`config.mk`:
```
export PLATFORM = sky130hd
export DESIGN_NAME = clk_src_sequencer_flat
export DESIGN_NICKNAME = d
export VERILOG_FILES = /design/src/rtl/clk_src_sequencer_if.sv /design/src/rtl/clk_src_sequencer.sv /design/src/flat_wrapper.sv
export SDC_FILE = /design/constraint.sdc
export NUM_CORES = 1
export LEC_CHECK = 0
export ABC_AREA = 1
export CAP_MARGIN = 5
export CORE_MARGIN = 3
export CORE_UTILIZATION = 40
export CTS_CLUSTER_SIZE = 25
export DETAILED_ROUTE_END_ITERATION = 8
export SYNTH_ARGS = -nofsm -noshare
export SYNTH_HDL_FRONTEND = slang
export SYNTH_SLANG_ARGS = --single-unit
```
`constraint.sdc`:
```
create_clock -name clk_32K -period 1.8 [get_ports clk_32K]
set_input_delay 0.45 -clock clk_32K [delete_from_list [all_inputs] [get_ports clk_32K]]
set_output_delay 0.45 -clock clk_32K [all_outputs]
set_load 0.1 [all_outputs]
```
`src/rtl/clk_src_sequencer_if.sv`:
```
// Request/status bundle between the software-facing side (requester plus
// oscillator/PLL status) and clk_src_sequencer. The sequencer takes the
// slave view; whoever issues requests and reports ready takes the master view.
interface clk_src_sequencer_if;
    logic       sw_req;       // one-cycle request pulse
    logic [1:0] sw_sel;       // 00=10M, 01=32K, 10=100M, 11=illegal
    logic       rdy_10M;      // asynchronous 10M oscillator ready
    logic       lock_100M;    // asynchronous 100M PLL lock
    logic       osc_en_10M;   // 10M oscillator enable
    logic       pll_en_100M;  // 100M PLL enable
    logic [1:0] rcc_cr;       // select to the glitch-free clock switch
    logic       sw_busy;      // sequence in progress
    logic       sw_done;      // one-cycle completion pulse
    logic       sw_err;       // one-cycle rejection/abort pulse
    logic [1:0] err_code;     // 01=illegal select, 10=ready timeout

    modport master (
        output sw_req, sw_sel, rdy_10M, lock_100M,
        input  osc_en_10M, pll_en_100M, rcc_cr, sw_busy, sw_done, sw_err, err_code
    );

    modport slave (
        input  sw_req, sw_sel, rdy_10M, lock_100M,
        output osc_en_10M, pll_en_100M, rcc_cr, sw_busy, sw_done, sw_err, err_code
    );
endinterface

```
`src/rtl/clk_src_sequencer.sv`:
```
// clk_src_sequencer: always-on sequencer for the three-way glitch-free clock
// switch. Enables the requested oscillator/PLL, waits for its synchronised
// ready, waits a settle time, drives rcc_cr, then holds off while the switch
// hands over. Runs on the never-gated 32 kHz clock.
// Optional feature: define CLK_SEQ_AUTO_OFF_EN to switch the previous source
// off after the handover (extra OFF_OLD state, sw_done one cycle later).
module clk_src_sequencer #(
    parameter int unsigned RDY_TIMEOUT = 64,
    parameter int unsigned SETTLE_CYC  = 4,
    parameter int unsigned HOLD_CYC    = 8,
    parameter int unsigned CNT_W       = 8
) (
    input  logic                clk_32K,
    input  logic                rst,
    clk_src_sequencer_if.slave  bus
);

    localparam logic [1:0] SEL_10M  = 2'b00;
    localparam logic [1:0] SEL_32K  = 2'b01;
    localparam logic [1:0] SEL_100M = 2'b10;
    localparam logic [1:0] SEL_ILL  = 2'b11;

    localparam logic [1:0] ERR_ILLEGAL = 2'b01;
    localparam logic [1:0] ERR_TIMEOUT = 2'b10;

    localparam logic [CNT_W-1:0] CNT_ZERO   = {CNT_W{1'b0}};
    localparam logic [CNT_W-1:0] CNT_ONE    = {{(CNT_W-1){1'b0}}, 1'b1};
    localparam logic [CNT_W-1:0] TIMEOUT_LD = CNT_W'(RDY_TIMEOUT - 32'd1);
    localparam logic [CNT_W-1:0] SETTLE_LD  = CNT_W'(SETTLE_CYC - 32'd1);
    localparam logic [CNT_W-1:0] HOLD_LD    = CNT_W'(HOLD_CYC - 32'd1);

    typedef enum logic [2:0] {
        S_IDLE     = 3'd0,
        S_EN_SRC   = 3'd1,
        S_WAIT_RDY = 3'd2,
        S_SETTLE   = 3'd3,
        S_SWITCH   = 3'd4,
        S_HOLD     = 3'd5
`ifdef CLK_SEQ_AUTO_OFF_EN
        , S_OFF_OLD = 3'd6
`endif
    } state_t;

    // Ready of a source: 32K is always running, 11 never becomes ready.
    function automatic logic src_ready(input logic [1:0] sel,
                                       input logic       rdy_10m,
                                       input logic       lock_100m);
        logic rdy;
        case (sel)
            SEL_10M:  rdy = rdy_10m;
            SEL_32K:  rdy = 1'b1;
            SEL_100M: rdy = lock_100m;
            default:  rdy = 1'b0;
        endcase
        return rdy;
    endfunction

    // Enable vector is {10M, 100M}; returns it with the enable of 'sel'
    // forced to 'val'. 32K has no enable, so it leaves the vector untouched.
    function automatic logic [1:0] set_enable(input logic [1:0] en,
                                              input logic [1:0] sel,
                                              input logic       val);
        logic [1:0] res;
        res = en;
        case (sel)
            SEL_10M:  res[1] = val;
            SEL_100M: res[0] = val;
            default:  res = en;
        endcase
        return res;
    endfunction

    state_t           state_q, state_d;
    logic [CNT_W-1:0] cnt_q, cnt_d;
    logic [1:0]       tgt_q, tgt_d;
    logic [1:0]       old_q, old_d;
    logic [1:0]       rcc_q, rcc_d;
    logic [1:0]       en_q, en_d;
    logic             busy_q, busy_d;
    logic             done_q, done_d;
    logic             err_q, err_d;
    logic [1:0]       code_q, code_d;

    logic             rdy10_meta_q, rdy10_sync_q;
    logic             lock_meta_q, lock_sync_q;
    logic             tgt_rdy_s;

    // Two-flop synchronisers for the asynchronous ready/lock inputs.
    always_ff @(posedge clk_32K or posedge rst) begin
        if (rst) begin
            rdy10_meta_q <= 1'b0;
            rdy10_sync_q <= 1'b0;
            lock_meta_q  <= 1'b0;
            lock_sync_q  <= 1'b0;
        end else begin
            rdy10_meta_q <= bus.rdy_10M;
            rdy10_sync_q <= rdy10_meta_q;
            lock_meta_q  <= bus.lock_100M;
            lock_sync_q  <= lock_meta_q;
        end
    end

    assign tgt_rdy_s = src_ready(tgt_q, rdy10_sync_q, lock_sync_q);

    // Next-state and next-output logic of the switch sequence.
    always_comb begin
        state_d = state_q;
        cnt_d   = cnt_q;
        tgt_d   = tgt_q;
        old_d   = old_q;
        rcc_d   = rcc_q;
        en_d    = en_q;
        done_d  = 1'b0;
        err_d   = 1'b0;
        code_d  = code_q;

        case (state_q)
            S_IDLE: begin
                if (bus.sw_req) begin
                    tgt_d = bus.sw_sel;
                    old_d = rcc_q;
                    if (bus.sw_sel == SEL_ILL) begin
                        err_d  = 1'b1;
                        code_d = ERR_ILLEGAL;
                    end else if (bus.sw_sel == rcc_q) begin
                        done_d = 1'b1;
                    end else begin
                        state_d = S_EN_SRC;
                    end
                end else begin
                    state_d = S_IDLE;
                end
            end
            S_EN_SRC: begin
                en_d    = set_enable(en_q, tgt_q, 1'b1);
                cnt_d   = TIMEOUT_LD;
                state_d = S_WAIT_RDY;
            end
            S_WAIT_RDY: begin
                if (tgt_rdy_s) begin
                    cnt_d   = SETTLE_LD;
                    state_d = S_SETTLE;
                end else if (cnt_q == CNT_ZERO) begin
                    // Abort: only switch off the target, never the running source.
                    if (tgt_q != old_q) begin
                        en_d = set_enable(en_q, tgt_q, 1'b0);
                    end else begin
                        en_d = en_q;
                    end
                    err_d   = 1'b1;
                    code_d  = ERR_TIMEOUT;
                    state_d = S_IDLE;
                end else begin
                    cnt_d = cnt_q - CNT_ONE;
                end
            end
            S_SETTLE: begin
                if (cnt_q == CNT_ZERO) begin
                    state_d = S_SWITCH;
                end else begin
                    cnt_d = cnt_q - CNT_ONE;
                end
            end
            S_SWITCH: begin
                rcc_d   = tgt_q;
                cnt_d   = HOLD_LD;
                state_d = S_HOLD;
            end
            S_HOLD: begin
                if (cnt_q == CNT_ZERO) begin
`ifdef CLK_SEQ_AUTO_OFF_EN
                    state_d = S_OFF_OLD;
`else
                    done_d  = 1'b1;
                    state_d = S_IDLE;
`endif
                end else begin
                    cnt_d = cnt_q - CNT_ONE;
                end
            end
`ifdef CLK_SEQ_AUTO_OFF_EN
            S_OFF_OLD: begin
                // The previous source is no longer selected; never touch the live one.
                if (old_q != rcc_q) begin
                    en_d = set_enable(en_q, old_q, 1'b0);
                end else begin
                    en_d = en_q;
                end
                done_d  = 1'b1;
                state_d = S_IDLE;
            end
`endif
            default: begin
                state_d = S_IDLE;
            end
        endcase

        busy_d = (state_d != S_IDLE);
    end

    // State, counter and registered outputs.
    always_ff @(posedge clk_32K or posedge rst) begin
        if (rst) begin
            state_q <= S_IDLE;
            cnt_q   <= CNT_ZERO;
            tgt_q   <= SEL_10M;
            old_q   <= SEL_10M;
            rcc_q   <= SEL_10M;
            en_q    <= 2'b10;
            busy_q  <= 1'b0;
            done_q  <= 1'b0;
            err_q   <= 1'b0;
            code_q  <= 2'b00;
        end else begin
            state_q <= state_d;
            cnt_q   <= cnt_d;
            tgt_q   <= tgt_d;
            old_q   <= old_d;
            rcc_q   <= rcc_d;
            en_q    <= en_d;
            busy_q  <= busy_d;
            done_q  <= done_d;
            err_q   <= err_d;
            code_q  <= code_d;
        end
    end

    assign bus.rcc_cr      = rcc_q;
    assign bus.osc_en_10M  = en_q[1];
    assign bus.pll_en_100M = en_q[0];
    assign bus.sw_busy     = busy_q;
    assign bus.sw_done     = done_q;
    assign bus.sw_err      = err_q;
    assign bus.err_code    = code_q;

endmodule

```
`src/flat_wrapper.sv`:
```
// flat-port wrapper written by rule: the top's interface ports become plain ports
module clk_src_sequencer_flat 
#(
    parameter int unsigned RDY_TIMEOUT = 64,
    parameter int unsigned SETTLE_CYC  = 4,
    parameter int unsigned HOLD_CYC    = 8,
    parameter int unsigned CNT_W       = 8
)
  (clk_32K, rst, bus_sw_req, bus_sw_sel, bus_rdy_10M, bus_lock_100M, bus_osc_en_10M, bus_pll_en_100M, bus_rcc_cr, bus_sw_busy, bus_sw_done, bus_sw_err, bus_err_code);
  clk_src_sequencer_if bus_i ();
  input  logic clk_32K;
  input  logic rst;
  input wire logic [$bits(bus_i.sw_req)-1:0] bus_sw_req;
  input wire logic [$bits(bus_i.sw_sel)-1:0] bus_sw_sel;
  input wire logic [$bits(bus_i.rdy_10M)-1:0] bus_rdy_10M;
  input wire logic [$bits(bus_i.lock_100M)-1:0] bus_lock_100M;
  output wire logic [$bits(bus_i.osc_en_10M)-1:0] bus_osc_en_10M;
  output wire logic [$bits(bus_i.pll_en_100M)-1:0] bus_pll_en_100M;
  output wire logic [$bits(bus_i.rcc_cr)-1:0] bus_rcc_cr;
  output wire logic [$bits(bus_i.sw_busy)-1:0] bus_sw_busy;
  output wire logic [$bits(bus_i.sw_done)-1:0] bus_sw_done;
  output wire logic [$bits(bus_i.sw_err)-1:0] bus_sw_err;
  output wire logic [$bits(bus_i.err_code)-1:0] bus_err_code;
  assign bus_i.sw_req = bus_sw_req;
  assign bus_i.sw_sel = bus_sw_sel;
  assign bus_i.rdy_10M = bus_rdy_10M;
  assign bus_i.lock_100M = bus_lock_100M;
  assign bus_osc_en_10M = bus_i.osc_en_10M;
  assign bus_pll_en_100M = bus_i.pll_en_100M;
  assign bus_rcc_cr = bus_i.rcc_cr;
  assign bus_sw_busy = bus_i.sw_busy;
  assign bus_sw_done = bus_i.sw_done;
  assign bus_sw_err = bus_i.sw_err;
  assign bus_err_code = bus_i.err_code;
  clk_src_sequencer #(.RDY_TIMEOUT(RDY_TIMEOUT), .SETTLE_CYC(SETTLE_CYC), .HOLD_CYC(HOLD_CYC), .CNT_W(CNT_W)) u_core (.clk_32K(clk_32K), .rst(rst), .bus(bus_i));
endmodule
```
==> Yosys cells after proc, flatten, opt, wreduce, memory -nomap -nowiden <==
Index checks and enable logic that the tools add are counted.
{ "totals": {"register_bits": 28, "output_inout_bits": 9, "wordCells": 80} }
{ "op_classes": {"addsub": 1, "eq_ne": 19, "mux": 33, "reduce_logical": 12} }
{ "op_table": {"columns": ["cell", "count"], "rows": [
  ["one-hot mux 8 bit (4 select lines)", 1],
  ["2-to-1 mux 3 bit", 6],
  ["one-hot mux 3 bit (6 select lines)", 1],
  ["2-to-1 mux 8 bit", 2],
  ["2-to-1 mux 2 bit", 7],
  ["inequality test 2 x 1 -> 1 bit, second input constant", 7],
  ["AND reduction 6 bit", 2],
  ["2-to-1 mux 1 bit", 11],
  ["logical NOT 8 bit", 1],
  ["one-hot mux 2 bit (2 select lines)", 2],
  ["subtractor 8 x 1 -> 8 bit, second input constant", 1],
  ["== test 3 x 2 -> 1 bit, second input constant", 2],
  ["== test 3 bit, second input constant", 2],
  ["AND reduction 5 bit", 1],
  ["== test 2 bit, second input constant", 2],
  ["inequality test 2 bit, second input constant", 2],
  ["one-hot mux 1 bit (2 select lines)", 2],
  ["nonzero test 2 bit", 2],
  ["nonzero test 4 bit", 1],
  ["== test 3 x 1 -> 1 bit, second input constant", 1],
  ["logical NOT 3 bit", 1],
  ["one-hot mux 1 bit (3 select lines)", 1],
  ["nonzero test 3 bit", 1],
  ["== test 2 x 1 -> 1 bit, second input constant", 1],
  ["5 further kinds", 5]
]} }

==> Depth between registers and ports, before layout <==
Gate-level depths: netlist of run 1.
{ "logic_depth": {"ltp_word": 6, "depth_mapped": 9, "ltp_nobuf": 9} }

==> Worst setup path before layout of run 1 <==
No wires, ideal clock.
{ "synth_path": {"path_kind": "register to register", "from": "register u_core.rcc_q[0] (netlist: u_core.bus.rcc_cr[0])", "to": "register u_core.busy_q (netlist: u_core.bus.sw_busy)", "arrival_time_ps": 1480, "t_required_ps": 1676, "setup_slack_ps": 196, "path_stages_with_launch": 6, "synth_period_minus_slack_ps": 1604, "path_cell_list": "dfrtp_1 xor2_1 a21oi_1 nor2_1 a21oi_1 nand2_1"} }
{ "synth_via": {"elab_chain_len": 6} }
{ "synth_lines": {"columns": ["item", "line", "rtl"], "rows": [
  ["start: declaration", "clk_src_sequencer.sv:77", "logic [1:0] rcc_q, rcc_d;"],
  ["start signal: assignment", "clk_src_sequencer.sv:219", "rcc_q <= rcc_d;"],
  ["== test 2 bit", "clk_src_sequencer.sv:125", "end else if (bus.sw_sel == rcc_q) begin"],
  ["2-to-1 mux 3 bit", "clk_src_sequencer.sv:125", null],
  ["2-to-1 mux 3 bit", "clk_src_sequencer.sv:122", "if (bus.sw_sel == SEL_ILL) begin"],
  ["2-to-1 mux 3 bit", "clk_src_sequencer.sv:119", "if (bus.sw_req) begin"],
  ["one-hot mux 3 bit (6 select lines)", "clk_src_sequencer.sv:117", "case (state_q)"],
  ["nonzero test 3 bit", "clk_src_sequencer.sv:198", "busy_d = (state_d != S_IDLE);"],
  ["named net u_core.busy_d", "clk_src_sequencer.sv:79", "logic busy_q, busy_d;"],
  ["end signal: assignment", "clk_src_sequencer.sv:221", "busy_q <= busy_d;"],
  ["end: declaration", "clk_src_sequencer.sv:79", null]
]} }
The timed path passes the listed nets, and every way through them passes these cells.
A chain may end at the register's enable or synchronous reset.

==> Worst setup path after layout of run 1 <==
{ "layout_path": {"from": "register u_core.en_q[1]", "to": "output bus_osc_en_10M"} }
{ "layout_lines": {"columns": ["item", "line", "rtl"], "rows": [
  ["start: declaration", "clk_src_sequencer.sv:78", "logic [1:0] en_q, en_d;"],
  ["start signal: assignment", "clk_src_sequencer.sv:220", "en_q <= en_d;"],
  ["end: declaration", "flat_wrapper.sv:17", "output wire logic [$bits(bus_i.osc_en_10M)-1:0] bus_osc_en_10M;"]
]} }
No word-level cell between the ends.

==> results.json, run 1 <==
{
  "sw_frac_of_total_pct": 48.80,
  "end_kind": "output pin",
  "hold_viol_final": 0,
  "internal_power_w": 0.001877,
  "grtUsageMet2_pct": 26.12,
  "h-tree-depth": 1,
  "clock_latency_ns": 0.27,
  "grt_use_met1_pct": 21.50,
  "post-place-ws_ns": 0.06964,
  "top_usage_layer": "met2",
  "grt_max_degree": 29,
  "die_y_um": 67.78,
  "fillerInstances": 321,
  "io_buffers": 15,
  "setup_tns_ns": 0,
  "final_nets": 222,
  "setup_viol": 0,
  "r2r_slack_ns": 0.34,
  "synth-seq-area-share_pct": 45.98,
  "syn_area_um2": 1526,
  "grt_pass1_vias": 1265,
  "route.vias.total": 1247,
  "slew_headroom_pct": 77.15,
  "numCtsBuffers": 3,
  "initial_core_util_pct": 43.68,
  "cts.clk_slew.worst_paths_ns": 0.10,
  "wl_per_cell_um": 11.95,
  "cp-start-kind": "flop",
  "antenna_found_initial": 0,
  "max_stage_delay_ns": 0.57,
  "io_pins": 16,
  "n_antenna_cell": 0,
  "pwr-share-clk_pct": 13.6,
  "syn-num-nets": 202,
  "cts_tree": "built",
  "worstPathRequired_ns": 1.35,
  "synth_cells": 193,
  "worst_ep_arrival_time_ns": 1.02,
  "tightest_slew_ns": 0.3427,
  "post_cts_buffers": 0,
  "final-instance-count-excl-fill": 258,
  "p_per_area_nw_per_um2": 1936,
  "critical_path.top_delay_family": "flip-flops",
  "fin_crit_sh_pct": 81.44,
  "fmax_mhz": 682.2,
  "first_pass_iters": 4,
  "synth.top_cell.area_share_pct": 44.26,
  "root_buffer": "clkbuf_8",
  "track_usage_pct": 15.54,
  "leakagePower_nw": 0.9641,
  "drt_wl_total_um": 3082,
  "status": "complete, no violations",
  "cap_violations": 0,
  "fin_skew_ns": 0.0005915,
  "ant_nets": 0,
  "drtIter0Drc": 37,
  "gp_congestion": 0.8601,
  "switchingPower_w": 0.001790,
  "use_met3_pct": 1.498,
  "seq_power_share_pct": 30.6,
  "ys_types": 24,
  "placed_area_um2": 1823,
  "crit_buf_inv": 1,
  "cp_max_fo": 2,
  "syn_area_per_cell_um2": 7.909,
  "hold_path.class": "reg -> reg",
  "synth_seq_cells": 28,
  "die_x_um": 67.78,
  "post_route_cells_drive_above_1_share_pct": 21.23,
  "synth.area.top_cells": "dfrtp_1 (44%), nand2_1 (9.1%), nor2_1 (7.1%)",
  "rsz0062_at_grt": "no",
  "drc": 0,
  "crit_type": "reg -> out",
  "slowest_stage": "dfstp_2",
  "dpl.hpwl_um": 2444,
  "rows": 21,
  "hold_buffers": 0,
  "fin_area_um2": 1894,
  "ir_drop_mv": 0.9196,
  "crit_chain": "buf_12",
  "dpl.cell_count": 254,
  "fin_crit_ns": 1.466,
  "cts_resized": 0,
  "overflow": 0,
  "synth_warnings": 0,
  "synth_top_cell_by_area": "dfrtp_1",
  "clockBufferDepth": 2,
  "grt_pass1_wl_um": 5499,
  "core_area_um2": 3495,
  "worst_slack_ns": 0.3341,
  "clock_sinks": 28,
  "maxSlewViolCount": 0,
  "viasPerCell": 4.833,
  "syn_to_final_growth_pct": 24.10,
  "die_area_um2": 4593,
  "pwr-share-comb_pct": 55.9
}
[synthesized netlist by cell type]
| master | count |
|---|---|
| nor2_1 | 29 |
| mux2_4 | 1 |
| xnor2_1 | 4 |
| o21ai_1 | 4 |
| nand2_2 | 8 |
| nand4_1 | 2 |
| o21ai_2 | 1 |
| xor2_1 | 2 |
| o22ai_1 | 1 |
| buf_6 | 1 |
| o21ai_0 | 7 |
| nor2_4 | 4 |
| nand2_1 | 37 |
| nand2_4 | 1 |
| ha_1 | 2 |
| buf_2 | 1 |
| dfstp_2 | 1 |
| inv_1 | 21 |
| inv_2 | 8 |
| nor2_2 | 4 |
| dfrtp_1 | 27 |
| a21oi_1 | 7 |
| nand3_2 | 2 |
| nand3_1 | 18 |
[stage by stage]
stage | power (W) | hold slack (ns) | util, %
after floorplan | 0.002603 | 0.3312 | -
after global placement | 0.003122 | 0.3326 | 52.17
after detailed placement | 0.003187 | 0.3370 | 52.17
after CTS | 0.003687 | 0.3610 | 54.21
after global routing | 0.003938 | 0.3802 | 54.21
final | 0.003667 | 0.3597 | 54.21
[cell families (layout without fill, tap and decap cells)]
kind of cell	after synthesis	after routing	share of synthesized area, %
compound gates	20	20	6.885
xor+xnor	6	6	3.443
fa+ha+maj	2	2	1.639
buf+inv	31	50	8.197
flops	28	28	45.98
mux	1	1	0.9833
simple gates	105	105	32.87
[path summary, 6_finish.rpt]
| path | from | endpoint | depth (start not counted) |
|---|---|---|---|
| worst max register to register | u_core.cnt_q[1] | u_core.bus.sw_busy | 9 |
| worst min-delay path | u_core.rdy10_meta_q | u_core.rdy10_sync_q | 0 |
| worst max-delay path | u_core.en_q[1] | bus_osc_en_10M | 1 |
| worst min register to register | u_core.rdy10_meta_q | u_core.rdy10_sync_q | 0 |
| max in group asynchronous | rst | u_core.en_q[1] | 3 |
| min in group asynchronous | rst | u_core.cnt_q[7] | 3 |
[layer usage]
metal	up-vias	wire [um]
met5	-	0
met3	4	94
met1	583	1499
li1	636	-
met4	0	27
met2	24	1460
[layout make-up]
class / instances / area [um^2] / share of cell area (%)
Sequential cell: 28 / 701.9 / 37.05
Multi-Input combinational cell: 134 / 699.4 / 36.92
Timing Repair Buffer: 17 / 255.2 / 13.47
Inverter: 29 / 108.9 / 5.746
Clock buffer: 3 / 41.29 / 2.180
Tap cell: 46 / 57.56 / 3.038
Clock inverter: 1 / 30.03 / 1.585
[power groups by stage]
stage	Combinational (W)	Clock, W	Sequential (W)
after detailed placement	0.00206	0	0.00113
after CTS	0.00206	0.000507	0.00112
final	0.00205	0.000497	0.00112
after floorplan	0.00112	0	0.00149
after global routing	0.00226	0.000527	0.00115
after global placement	0.00200	0	0.00112
[state kept, by name (all words and copies together) (netlist names)]
| name | flops |
|---|---|
| u_core.state_q | 3 |
| u_core.lock_sync_q | 1 |
| u_core.tgt_q | 2 |
| u_core.bus.sw_err | 1 |
| u_core.bus.sw_busy | 1 |
| u_core.rdy10_sync_q | 1 |
| u_core.bus.sw_done | 1 |
| u_core.lock_meta_q | 1 |
| u_core.old_q | 2 |
| u_core.cnt_q | 8 |
| u_core.bus.rcc_cr | 2 |
| u_core.en_q | 2 |
| u_core.rdy10_meta_q | 1 |
| u_core.bus.err_code | 2 |
[cells in the final DEF, fill, tap and decap left out, types with 2 or more instances in the layout]
cell type / instances
nor2_4: 4
nand2_1: 37
nand3_2: 2
buf_12: 9
xnor2_1: 4
buf_4: 2
clkbuf_8: 3
a21oi_1: 7
nor2_1: 29
clkdlybuf4s50_1: 6
inv_1: 21
dfrtp_1: 27
o21ai_0: 7
xor2_1: 2
nor2_2: 4
nand2_2: 8
o21ai_1: 4
nand3_1: 18
inv_2: 8
ha_1: 2
nand4_1: 2
Note: power is estimated with default switching activity, not from simulation.
==> run 2: changes to the inputs <==
==> constraint.sdc (replaced) <==
create_clock -name clk_32K -period 1.3 [get_ports clk_32K]
set_input_delay 0.325 -clock clk_32K [delete_from_list [all_inputs] [get_ports clk_32K]]
set_output_delay 0.325 -clock clk_32K [all_outputs]
set_load 0.1 [all_outputs]
==> results.json, run 2 (same netlist as run 1, synthesis figures left out) <==
{
  "status": "finished with violations",
  "violations": "setup timing",
  "tightest_slew_ns": 0.2361,
  "ir_drop_mv": 1.280,
  "die_area_um2": 4593,
  "internal_power_w": 0.003120,
  "antenna_found_initial": 0,
  "hold_ws_ns": 0.3519,
  "viasPerCell": 4.843,
  "power_w": 0.005961,
  "pwr-share-clk_pct": 8.9,
  "rsz0062_at_grt": "yes",
  "fin_crit_sh_pct": 105.5,
  "top_register": "u_core.cnt_q",
  "grt_pass1_vias": 1392,
  "switchingPower_w": 0.002841,
  "slowest_stage": "dfrtp_1",
  "clockBufferDepth": 2,
  "clock_sinks": 28,
  "syn_to_final_growth_pct": 47.79,
  "first_pass_iters": 4,
  "cp-start-kind": "flop",
  "setup_viol": 7,
  "initial_core_util_pct": 43.68,
  "crit_chain": "inv_2 > ha_4 > nand2_4 > nor2_4 > nand2_2 > nand2_4 > nand3_4 > nor2_2 > nand2_1",
  "grt_pass1_wl_um": 6216,
  "ant_nets": 0,
  "slew_headroom_pct": 84.26,
  "reg.largest.list": "u_core.cnt_q x8, u_core.state_q x3",
  "fin_crit_ns": 1.372,
  "rows": 21,
  "grt_max_degree": 19,
  "crit_buf_inv": 1,
  "final_cell_mix": "buf_4 (32), nand2_1 (31), nor2_1 (26)",
  "drc": 0,
  "fin_skew_ns": 0.003218,
  "dpl.hpwl_um": 2685,
  "cap_violations": 0,
  "cp_max_fo": 4,
  "sw_frac_of_total_pct": 47.66,
  "seq_power_share_pct": 24.8,
  "clock_latency_ns": 0.27,
  "root_buffer": "clkbuf_8",
  "cts_tree": "built",
  "critical_path.top_delay_family": "simple AND/OR/NAND/NOR gates",
  "wl_per_cell_um": 12.73,
  "cts.clk_slew.worst_paths_ns": 0.09,
  "worstPathRequired_ns": 1.46,
  "die_y_um": 67.78,
  "crit_top_cell": "nand2_4",
  "hold_path.class": "in -> async",
  "fmax_mhz": 728.9,
  "worst_ep_arrival_time_ns": 1.53,
  "leakagePower_nw": 1.137,
  "final_common_cell": "buf_4",
  "post_route_cells_drive_above_1_share_pct": 39.68,
  "largest_reg_flops": 8,
  "pwr-share-comb_pct": 66.4,
  "n_antenna_cell": 0,
  "max_stage_delay_ns": 0.40,
  "hold_buffers": 0,
  "dpl.cell_count": 277,
  "maxSlewViolCount": 0,
  "p_per_area_nw_per_um2": 2642,
  "drt_wl_total_um": 3730,
  "drtIter0Drc": 50,
  "hold_viol_final": 0,
  "fillerInstances": 283,
  "track_usage_pct": 18.00,
  "final_nets": 257,
  "h-tree-depth": 1,
  "overflow": 0,
  "crit_type": "reg -> reg",
  "numCtsBuffers": 3,
  "core_area_um2": 3495,
  "io_buffers": 15,
  "final-instance-count-excl-fill": 293,
  "gp_congestion": 0.8558,
  "die_x_um": 67.78,
  "io_pins": 16,
  "end_kind": "flop",
  "worst_slack_ns": -0.07195,
  "route.vias.total": 1419
}
[run 2: changes by cell type in the layout (fill, tap and decap cells not counted), sizes merged]
cell,before,now
buf,11,45
bufinv,1,0
clkbuf,3,4
nand2,46,47
[run 2: final timing paths]
| kind | from | end | slack [ns] | depth (start not counted) |
|---|---|---|---|---|
| max in group asynchronous | rst | u_core.bus.rcc_cr[1] | 0.69 | 3 |
| min in group clk_32K | u_core.rdy10_meta_q | u_core.rdy10_sync_q | 0.36 | 0 |
| max reg2reg | u_core.cnt_q[1] | u_core.bus.sw_busy | -0.07 | 9 |
| max | u_core.cnt_q[1] | u_core.bus.sw_busy | -0.07 | 9 |
| min reg2reg | u_core.rdy10_meta_q | u_core.rdy10_sync_q | 0.36 | 0 |
| min | rst | u_core.bus.err_code[1] | 0.35 | 3 |
[run 2: worst min-delay path, delay by kind of cell]
family,cells,cell delay (ns)
buffers and inverters,3,0.65
[run 2: area by class of cell]
type / instances / area (um^2) / area share, %
Inverter: 29 / 111.4 / 4.936
Clock buffer: 4 / 55.05 / 2.440
Timing Repair Buffer: 51 / 525.5 / 23.29
Sequential cell: 28 / 706.9 / 31.34
Multi-Input combinational cell: 135 / 799.5 / 35.44
Tap cell: 46 / 57.56 / 2.551
[run 2: metal layers]
metal | vias up | wire, um | track usage (%)
li1 | 709 | - | -
met1 | 676 | 1665 | 24.25
met2 | 28 | 1852 | 29.28
met3 | 6 | 162 | 4.493
met4 | 0 | 50 | 3.722
met5 | - | 0 | 0
[run 2: power by group through the flow]
stage	Combinational (W)	Clock (W)	Sequential [W]
detailed placement	0.00336	0	0.00148
global route	0.00427	0.000572	0.00151
finish	0.00396	0.000530	0.00148
CTS	0.00373	0.000547	0.00147
global placement	0.00326	0	0.00146
floorplan	0.00155	0	0.00207
[run 2: metrics by stage]
stage / util (%) / TNS [ns] / instance area, um^2 / worst slack [ns]
final: 64.55 / -0.2509 / 2256 / -0.07195
after global routing: 64.55 / -1.309 / 2256 / -0.1417
after CTS: 62.26 / -0.2143 / 2176 / -0.07617
after detailed placement: 57.25 / -1.870 / 2001 / -0.2856
after global placement: 57.25 / -1.270 / 2001 / -0.2307
after floorplan: - / -0.0003541 / 1531 / -0.0003541
[run 2: repair_timing]
| item | 4_1_cts | 5_1_grt |
|---|---|---|
| endpoints found under the setup margin | 18 | 21 |
| gates cloned | 0 | 1 |
| gates resized for setup | 20 | 10 |
| setup buffers | 6 | 5 |
| pin swaps | 8 | 8 |
==> run 3: changes to the inputs <==
--- a/config.mk
+++ b/config.mk
@@ -11,6 +11,7 @@
 export CORE_UTILIZATION = 40
 export CTS_CLUSTER_SIZE = 25
 export DETAILED_ROUTE_END_ITERATION = 8
+export SLEW_MARGIN = 30
 export SYNTH_ARGS = -nofsm -noshare
 export SYNTH_HDL_FRONTEND = slang
 export SYNTH_SLANG_ARGS = --single-unit
==> results of run 3 <==
Final layout, timing and power as in run 2 (identical DEF).
